`src/rtl/sdram_arbiter.sv`:
```
// ---------------------------------------------------------------------------
// sdram_arbiter
//   Shares one Avalon-MM SDRAM controller slave between two masters:
//   m0 (median-filter pixel DMA) and m1 (Nios II data bridge).
//   - Round-robin grant, computed combinationally, no bubble between
//     accepted commands.
//   - A command stalled by the controller stays locked to its master until
//     it is accepted.
//   - A FIFO of 1-bit master tags (one per outstanding read) routes the
//     pipelined read responses back to the issuing master.
//
// Ports
//   clk_clk, reset_reset          : clock, synchronous active-high reset
//   mX_address/read/write/
//     writedata/byteenable        : master X command inputs
//   mX_waitrequest                : master X stall
//   mX_readdata/readdatavalid     : master X read response
//   s_address/read/write/
//     writedata/byteenable        : command to the SDRAM controller
//   s_waitrequest                 : controller stall
//   s_readdata/readdatavalid      : controller read response
//   pend_count                    : outstanding reads held in the tag FIFO
//   rsp_error                     : sticky, response seen with no read pending
//
// Handshake: a command is transferred on a rising edge where s_read or
// s_write is 1 and s_waitrequest is 0. A master's command is transferred on
// an edge where its read/write is 1 and its waitrequest is 0. Read responses
// carry no backpressure.
// ---------------------------------------------------------------------------
module sdram_arbiter #(
    parameter int ADDR_W   = 24,
    parameter int DATA_W   = 16,
    parameter int MAX_PEND = 8
) (
    input  logic                         clk_clk,
    input  logic                         reset_reset,

    input  logic [ADDR_W-1:0]            m0_address,
    input  logic                         m0_read,
    input  logic                         m0_write,
    input  logic [DATA_W-1:0]            m0_writedata,
    input  logic [DATA_W/8-1:0]          m0_byteenable,
    output logic                         m0_waitrequest,
    output logic [DATA_W-1:0]            m0_readdata,
    output logic                         m0_readdatavalid,

    input  logic [ADDR_W-1:0]            m1_address,
    input  logic                         m1_read,
    input  logic                         m1_write,
    input  logic [DATA_W-1:0]            m1_writedata,
    input  logic [DATA_W/8-1:0]          m1_byteenable,
    output logic                         m1_waitrequest,
    output logic [DATA_W-1:0]            m1_readdata,
    output logic                         m1_readdatavalid,

    output logic [ADDR_W-1:0]            s_address,
    output logic                         s_read,
    output logic                         s_write,
    output logic [DATA_W-1:0]            s_writedata,
    output logic [DATA_W/8-1:0]          s_byteenable,
    input  logic                         s_waitrequest,
    input  logic [DATA_W-1:0]            s_readdata,
    input  logic                         s_readdatavalid,

    output logic [$clog2(MAX_PEND):0]    pend_count,
    output logic                         rsp_error
);

    localparam int PW = $clog2(MAX_PEND);
    localparam logic [PW:0] FULL_CNT = (PW+1)'(MAX_PEND);

    // Registered state
    logic              r_lock;
    logic              r_locked_id;
    logic              r_rr_last;
    logic [MAX_PEND-1:0] r_tag;
    logic [PW-1:0]     r_wr_ptr;
    logic [PW-1:0]     r_rd_ptr;
    logic [PW:0]       r_count;
    logic              r_rsp_error;

    // Combinational
    logic w_req0, w_req1;
    logic w_gnt_vld, w_gnt;
    logic w_g_read, w_g_write;
    logic w_empty, w_full, w_pop, w_push, w_rd_block, w_head;
    logic w_cmd, w_accept;

    assign w_req0 = m0_read | m0_write;
    assign w_req1 = m1_read | m1_write;

    always_comb begin
        w_gnt_vld = 1'b0;
        w_gnt     = 1'b0;
        if (r_lock) begin
            w_gnt_vld = 1'b1;
            w_gnt     = r_locked_id;
        end else if (w_req0 && w_req1) begin
            w_gnt_vld = 1'b1;
            w_gnt     = ~r_rr_last;
        end else if (w_req0) begin
            w_gnt_vld = 1'b1;
            w_gnt     = 1'b0;
        end else if (w_req1) begin
            w_gnt_vld = 1'b1;
            w_gnt     = 1'b1;
        end
    end

    assign w_g_read  = w_gnt_vld & (w_gnt ? m1_read  : m0_read);
    assign w_g_write = w_gnt_vld & (w_gnt ? m1_write : m0_write);

    assign w_empty = (r_count == '0);
    assign w_full  = (r_count == FULL_CNT);
    assign w_head  = r_tag[r_rd_ptr];
    assign w_pop   = s_readdatavalid & ~w_empty & ~reset_reset;

    // A pop in the same cycle frees a slot, so a full FIFO only blocks a
    // read when no response is being retired alongside it.
    assign w_rd_block = w_g_read & w_full & ~w_pop;

    assign s_read       = w_g_read & ~w_rd_block & ~reset_reset;
    assign s_write      = w_g_write & ~reset_reset;
    assign s_address    = w_gnt ? m1_address    : m0_address;
    assign s_writedata  = w_gnt ? m1_writedata  : m0_writedata;
    assign s_byteenable = w_gnt ? m1_byteenable : m0_byteenable;

    assign w_cmd    = s_read | s_write;
    assign w_accept = w_cmd & ~s_waitrequest;
    assign w_push   = w_accept & s_read;

    assign m0_waitrequest = reset_reset | ~(w_gnt_vld & ~w_gnt) | s_waitrequest | w_rd_block;
    assign m1_waitrequest = reset_reset | ~(w_gnt_vld &  w_gnt) | s_waitrequest | w_rd_block;

    assign m0_readdata      = s_readdata;
    assign m1_readdata      = s_readdata;
    assign m0_readdatavalid = w_pop & ~w_head;
    assign m1_readdatavalid = w_pop &  w_head;

    assign pend_count = r_count;
    assign rsp_error  = r_rsp_error;

    // Lock / round-robin state
    always_ff @(posedge clk_clk) begin
        if (reset_reset) begin
            r_lock      <= 1'b0;
            r_locked_id <= 1'b0;
            r_rr_last   <= 1'b1;   // m0 wins the first tie
        end else if (w_accept) begin
            r_rr_last <= w_gnt;
            r_lock    <= 1'b0;
        end else if (w_cmd) begin
            // Stalled by the controller: pin the command to this master.
            r_lock      <= 1'b1;
            r_locked_id <= w_gnt;
        end else begin
            // No command presented (idle or read-blocked). A locked master
            // that withdrew its command must not keep the other one out.
            r_lock <= 1'b0;
        end
    end

    // Tag FIFO of outstanding reads
    always_ff @(posedge clk_clk) begin
        if (reset_reset) begin
            r_tag    <= '0;
            r_wr_ptr <= '0;
            r_rd_ptr <= '0;
            r_count  <= '0;
        end else begin
            if (w_push) begin
                r_tag[r_wr_ptr] <= w_gnt;
                r_wr_ptr        <= r_wr_ptr + 1'b1;
            end
            if (w_pop) begin
                r_rd_ptr <= r_rd_ptr + 1'b1;
            end
            case ({w_push, w_pop})
                2'b10:   r_count <= r_count + 1'b1;
                2'b01:   r_count <= r_count - 1'b1;
                default: r_count <= r_count;
            endcase
        end
    end

    // Sticky error: response with nothing outstanding
    always_ff @(posedge clk_clk) begin
        if (reset_reset) begin
            r_rsp_error <= 1'b0;
        end else if (s_readdatavalid && w_empty) begin
            r_rsp_error <= 1'b1;
        end
    end

endmodule

```
`config.mk`:
```
export PLATFORM = sky130hd
export DESIGN_NAME = sdram_arbiter
export DESIGN_NICKNAME = d
export VERILOG_FILES = /design/src/rtl/sdram_arbiter.sv
export SDC_FILE = /design/constraint.sdc
export NUM_CORES = 1
export LEC_CHECK = 0
export ABC_CLOCK_PERIOD_IN_PS = 5700
export CAP_MARGIN = 10
export CELL_PAD_IN_SITES_DETAIL_PLACEMENT = 1
export CELL_PAD_IN_SITES_GLOBAL_PLACEMENT = 1
export CORE_UTILIZATION = 23
export CTS_CLUSTER_DIAMETER = 150
export DETAILED_ROUTE_END_ITERATION = 10
export HOLD_SLACK_MARGIN = 0.12
export PLACE_DENSITY_LB_ADDON = 0.1
export RECOVER_POWER = 50
export SLEW_MARGIN = 20
export SYNTH_ARGS = -nofsm -noshare
export SYNTH_HDL_FRONTEND = slang
export SYNTH_SLANG_ARGS = --single-unit
export TNS_END_PERCENT = 10
```
`constraint.sdc`:
```
create_clock -name clk_clk -period 5.7 [get_ports clk_clk]
set_clock_uncertainty 0.05 [all_clocks]
set_input_delay 1.14 -clock clk_clk [delete_from_list [all_inputs] [get_ports clk_clk]]
set_output_delay 1.14 -clock clk_clk [all_outputs]
set_load 0.02 [all_outputs]
```
==> qor.yml, run 1 <==
dieWidth_um: 98.23
fin_setup_tns_ps: 0
ir_drop_uv: 78.56
syn_nets: 338
critPathKind: "input pin to output pin"
arrival_ps: 3550
wirelength_mm: 7.400
via_count: 2065
violations: "DRC, capacitance limit, slew limit"
fin_crit_sh: 0.8315
fin_nets: 448
detail-route-antenna-nets: 0
syn_inst: 225
p_per_area_nw_per_um2: 176.5
max_slew_margin: -0.1875
area_delta_synth_final_pct: 61.40
yosys.area.top_type: "mux2_2"
dr_wl_met3_um: 547
setup_viol: 0
layout_setup_ws_ps: 960.5
antenna_cells: 0
max-cap-violations: 1
gr-total-overflow: 0
io_buffers: 144
die_h_um: 98.23
htreeDepth: 1
clock_latency_ps: 260
status: "finished, violations left"
drcViolationCount: 9
tightest_slew_ps: 1736
yosys_warnings: 0
yosys-top-cells-count: "mux2_2, buf_4, dfxtp_1, nor2_1, nand2_1"
synth.distinct_cells: 48
fillerInstances: 1013
grt_pass1_vias: 2108
post_cts_buffers: 0
p_leak_nw: 1.308
rsz0062_at_grt: "false"
cts_sinks: 22
cts_tree: "built"
numCtsBuffers: 3
max_freq_mhz: 211.0
core_um2: 8848
antenna_found_initial: 0
synthArstFlopShare: 0
ys_ff_latch: 22
hpwl_mm: 6.104
dpl-instance-area_um2: 3447
total_power_mw: 0.6067
hold_path_class: "register to register"
critPathMaxFanout: 50
final_cell_area_um2: 3437
whs_ps: 413.3
drt-met1-wl_mm: 2.928
dp.cells: 438
die_area_um2: 9648
drtIter0Drc: 72
cts_root_buf: "clkbuf_8"
final_core_util: 0.3884
critPathCaptureType: "output pin"
initial_core_util: 0.2407
clk_transition_reported_paths_ps: 80
finalNonFillerCells: 442
wire_per_inst_um: 16.74
synth_edf_count: 0
grt_pass1_wl_mm: 11.33
firstDrtPassIters: 10
clockBufferDepth: 2
io_pins: 193
synth.area.top_cells: "mux2_2, dfxtp_1, buf_4"
core.rowCount: 34
start_kind: "input pin"
drv_slew: 8
drive_gt1_frac: 0.1796
topRoutingLayerUsed: "met4"
cp_data_required_time_ps: 4510
ctsResizeCount: 0
yosys.area.top_type_share: 0.2221
avgSynthCellArea_um2: 9.465
ys_seq_area_frac: 0.2068
fin_crit_ps: 4740
hold_buffers: 0
grt_max_degree: 51
grt_usage: 0.1502
ys.flop_type: "dfxtp_1"
dr_wl_met2_mm: 3.826
syn-cell-area_um2: 2130
dp_slack_ps: 1051
gp_congestion: 0.7504
viasPerCell: 4.672
yosysMostFrequentCell: "mux2_2"
hold_violations: 0
[critical path: stages]
cell             delay [ps]
dlygate4sd3_1           640
o21a_1                  250
o31ai_4                 260
buf_12                  280
mux2_2                  370
clkdlybuf4s50_1         570
[layout by cell type, fill, tap and decap left out, drive strengths merged, types with 5 or more instances in the layout]
master | Yosys | routed
clkdlybuf4s50 | 0 | 137
ha | 5 | 5
mux2 | 42 | 42
mux2i | 8 | 8
dfxtp | 22 | 22
nor2 | 18 | 18
dlygate4sd3 | 0 | 7
o21ai | 6 | 6
nand2 | 14 | 14
a21oi | 11 | 11
[flip-flops by register name, summed over array words and instances (netlist names)]
signal	count
pend_count	4
r_lock	1
r_locked_id	1
r_rd_ptr	3
r_rr_last	1
r_tag	8
r_wr_ptr	3
rsp_error	1
[layout make-up]
class                      instances  area (um2)  share of cell area
timing repair buffer             146        1469              0.4274
multi-input combinational        158        1323              0.3848
sequential                        22       440.4              0.1281
tap                              108       135.1             0.03932
clock buffer                       4       55.05             0.01602
inverter                           4       15.01            0.004368
[routing by layer]
metal | up-vias | GRT usage
li1 | 983 | -
met1 | 993 | 0.1779
met2 | 81 | 0.2654
met3 | 8 | 0.04152
met4 | 0 | 0.04133
met5 | - | 0
[where the power goes]
group | switching (mW) | internal [mW] | leakage (nW)
registers | 0.0120 | 0.161 | 0.179
clock network | 0.0540 | 0.0616 | 0.0288
logic | 0.137 | 0.181 | 1.10
total | 0.203 | 0.404 | 1.31
[cell families after synthesis]
| logic type | share of synthesized area |
|---|---|
| buf+inv | 0.1457 |
| mux | 0.2808 |
| xor+xnor | 0.02879 |
| compound gates | 0.1434 |
| fa+ha+maj | 0.02938 |
| flops | 0.2068 |
| simple gates | 0.1651 |
[path summary, 6_finish.rpt]
check | start | endpoint | slack (ps) | depth (start not counted)
setup / recovery | m0_read | s_writedata[11] | 960 | 6
hold / removal | r_tag[7] | r_tag[7] | 410 | 2
setup reg to reg | r_lock | pend_count[2] | 2810 | 11
hold reg to reg | r_tag[7] | r_tag[7] | 410 | 2
Power figures use the tool's default switching activity.
==> run 2, diff against run 1 <==
Settings changed: ABC_CLOCK_PERIOD_IN_PS 5700 to 4390, CORE_UTILIZATION 23 to 21.
Clock period 5.7 ns to 4.39 ns, I/O delays scaled along.
==> qor.yml, run 2 (synthesis results as in run 1) <==
fin_crit_sh: 0.9417
numCtsBuffers: 3
wirelength_mm: 7.590
drtIter0Drc: 30
hold_path_class: "register to register"
gr-total-overflow: 0
cts_root_buf: "clkbuf_8"
die_h_um: 102.7
core.rowCount: 36
fillerInstances: 1183
multi_input_area_um2: 1344
detail-route-antenna-nets: 0
viasPerCell: 4.325
hold_violations: 0
mostFrequentLayoutCells: "clkdlybuf4s50_1, mux2_2, dfxtp_1"
cp-endpoint: "s_writedata[6]"
largest_register_ffs: 8
io_buffers: 144
cts_tree: "built"
cp-startpoint: "m0_read"
violations: "capacitance limit, slew limit"
crit_top_cell: "clkdlybuf4s50_1"
fin_crit_ps: 4134
r2r_slack_ps: 1460
cts_sinks: 22
fin_setup_tns_ps: 0
critPathKind: "input pin to output pin"
max_slew_margin: -0.2193
clockBufferDepth: 2
p_per_area_nw_per_um2: 220.4
dpl-instance-area_um2: 3493
die_area_um2: 10550
antenna_found_initial: 0
antenna_cells: 0
critPathCaptureType: "output pin"
hpwl_mm: 6.401
htreeDepth: 1
via_count: 2024
timing.rr.end: "r_tag[1]"
grt_pass1_wl_mm: 11.08
rsz0062_at_grt: "false"
dieWidth_um: 102.7
tightest_slew_ps: 1783
register_area_um2: 440.4
path_cells: "clkdlybuf4s50_1, o21a_1, o31ai_4, buf_12, mux2_2, clkdlybuf4s50_1"
grt_pass1_vias: 2119
start_kind: "input pin"
ctsResizeCount: 0
layout.cells.most_common: "clkdlybuf4s50_1"
initial_core_util: 0.2169
firstDrtPassIters: 4
core_um2: 9819
drv_slew: 8
cpMaxStageDelayCell: "clkdlybuf4s50_1"
regMostFlops: "r_tag"
drive_gt1_frac: 0.1910
cp_data_required_time_ps: 3460
drcViolationCount: 0
hold_buffers: 0
final_cell_area_um2: 3491
clock_latency_ps: 260
io_pins: 193
layout_setup_ws_ps: 255.8
timing.rr.start: "r_lock"
wire_per_inst_um: 16.22
dp_slack_ps: 257.5
fin_nets: 450
critPathMaxFanout: 50
max_freq_mhz: 241.9
clk_transition_reported_paths_ps: 80
max-cap-violations: 1
ir_drop_uv: 109.6
final_core_util: 0.3555
status: "finished, violations left"
worst_path_largest_cell_delay_ps: 580
rr_worst_depth: 5
gp_congestion: 0.7119
grt_max_degree: 51
whs_ps: 418.5
grt_usage: 0.1366
worstHoldStart: "r_tag[6]"
p_leak_nw: 1.314
arrival_ps: 3210
area_delta_synth_final_pct: 63.92
post_cts_buffers: 0
setup_viol: 0
## run 2: cell types whose count changed in the layout (fill, tap and decap cells not counted), sizes merged
cell           before  now
buf                 2    4
clkbuf              4    3
clkdlybuf4s50     137  138
dlygate4sd3         7    6
## run 2: final cells by class
cell class / instances / area share
clock buffer: 3 / 0.01183
inverter: 4 / 0.004301
multi-input combinational: 158 / 0.3849
sequential: 22 / 0.1262
tap: 133 / 0.04767
timing repair buffer: 148 / 0.4251
## run 2: metal layers
metal	routed length, um	GRT usage
met5	0	0
met4	64	0.02637
met3	282	0.02305
met2	4344	0.2662
met1	2899	0.1544
## run 2: where the power goes
part / total (mW) / internal [mW] / leakage [nW] / switching (mW)
Clock: 0.126 / 0.0612 / 0.0216 / 0.0646
Combinational: 0.418 / 0.238 / 1.11 / 0.180
Sequential: 0.226 / 0.210 / 0.179 / 0.0161
Total: 0.769 / 0.508 / 1.31 / 0.261
## run 2: how the worst min path moves through the flow
stage / cells past startpoint / slack, ps / to
finish: 2 / 420 / r_tag[6]
detailed placement: 2 / 410 / r_tag[6]
global route: 2 / 450 / r_tag[0]
global placement: 2 / 400 / r_tag[6]
floorplan: 2 / 390 / r_tag[2]
CTS: 2 / 420 / r_tag[6]
## run 2: per-stage QoR
step           power, mW  instances
2_1_floorplan     0.4857        225
3_3_place_gp      0.6582        465
3_5_place_dp      0.6601        465
4_1_cts           0.7926        468
5_1_grt           0.8144        468
6_report          0.7693        468
## run 2: worst max-delay path: cells and delay by family
kind                   cells  cell delay, ps
buffers and inverters      3            1390
muxes                      1             380
AOI/OAI and AO/OA          2             520
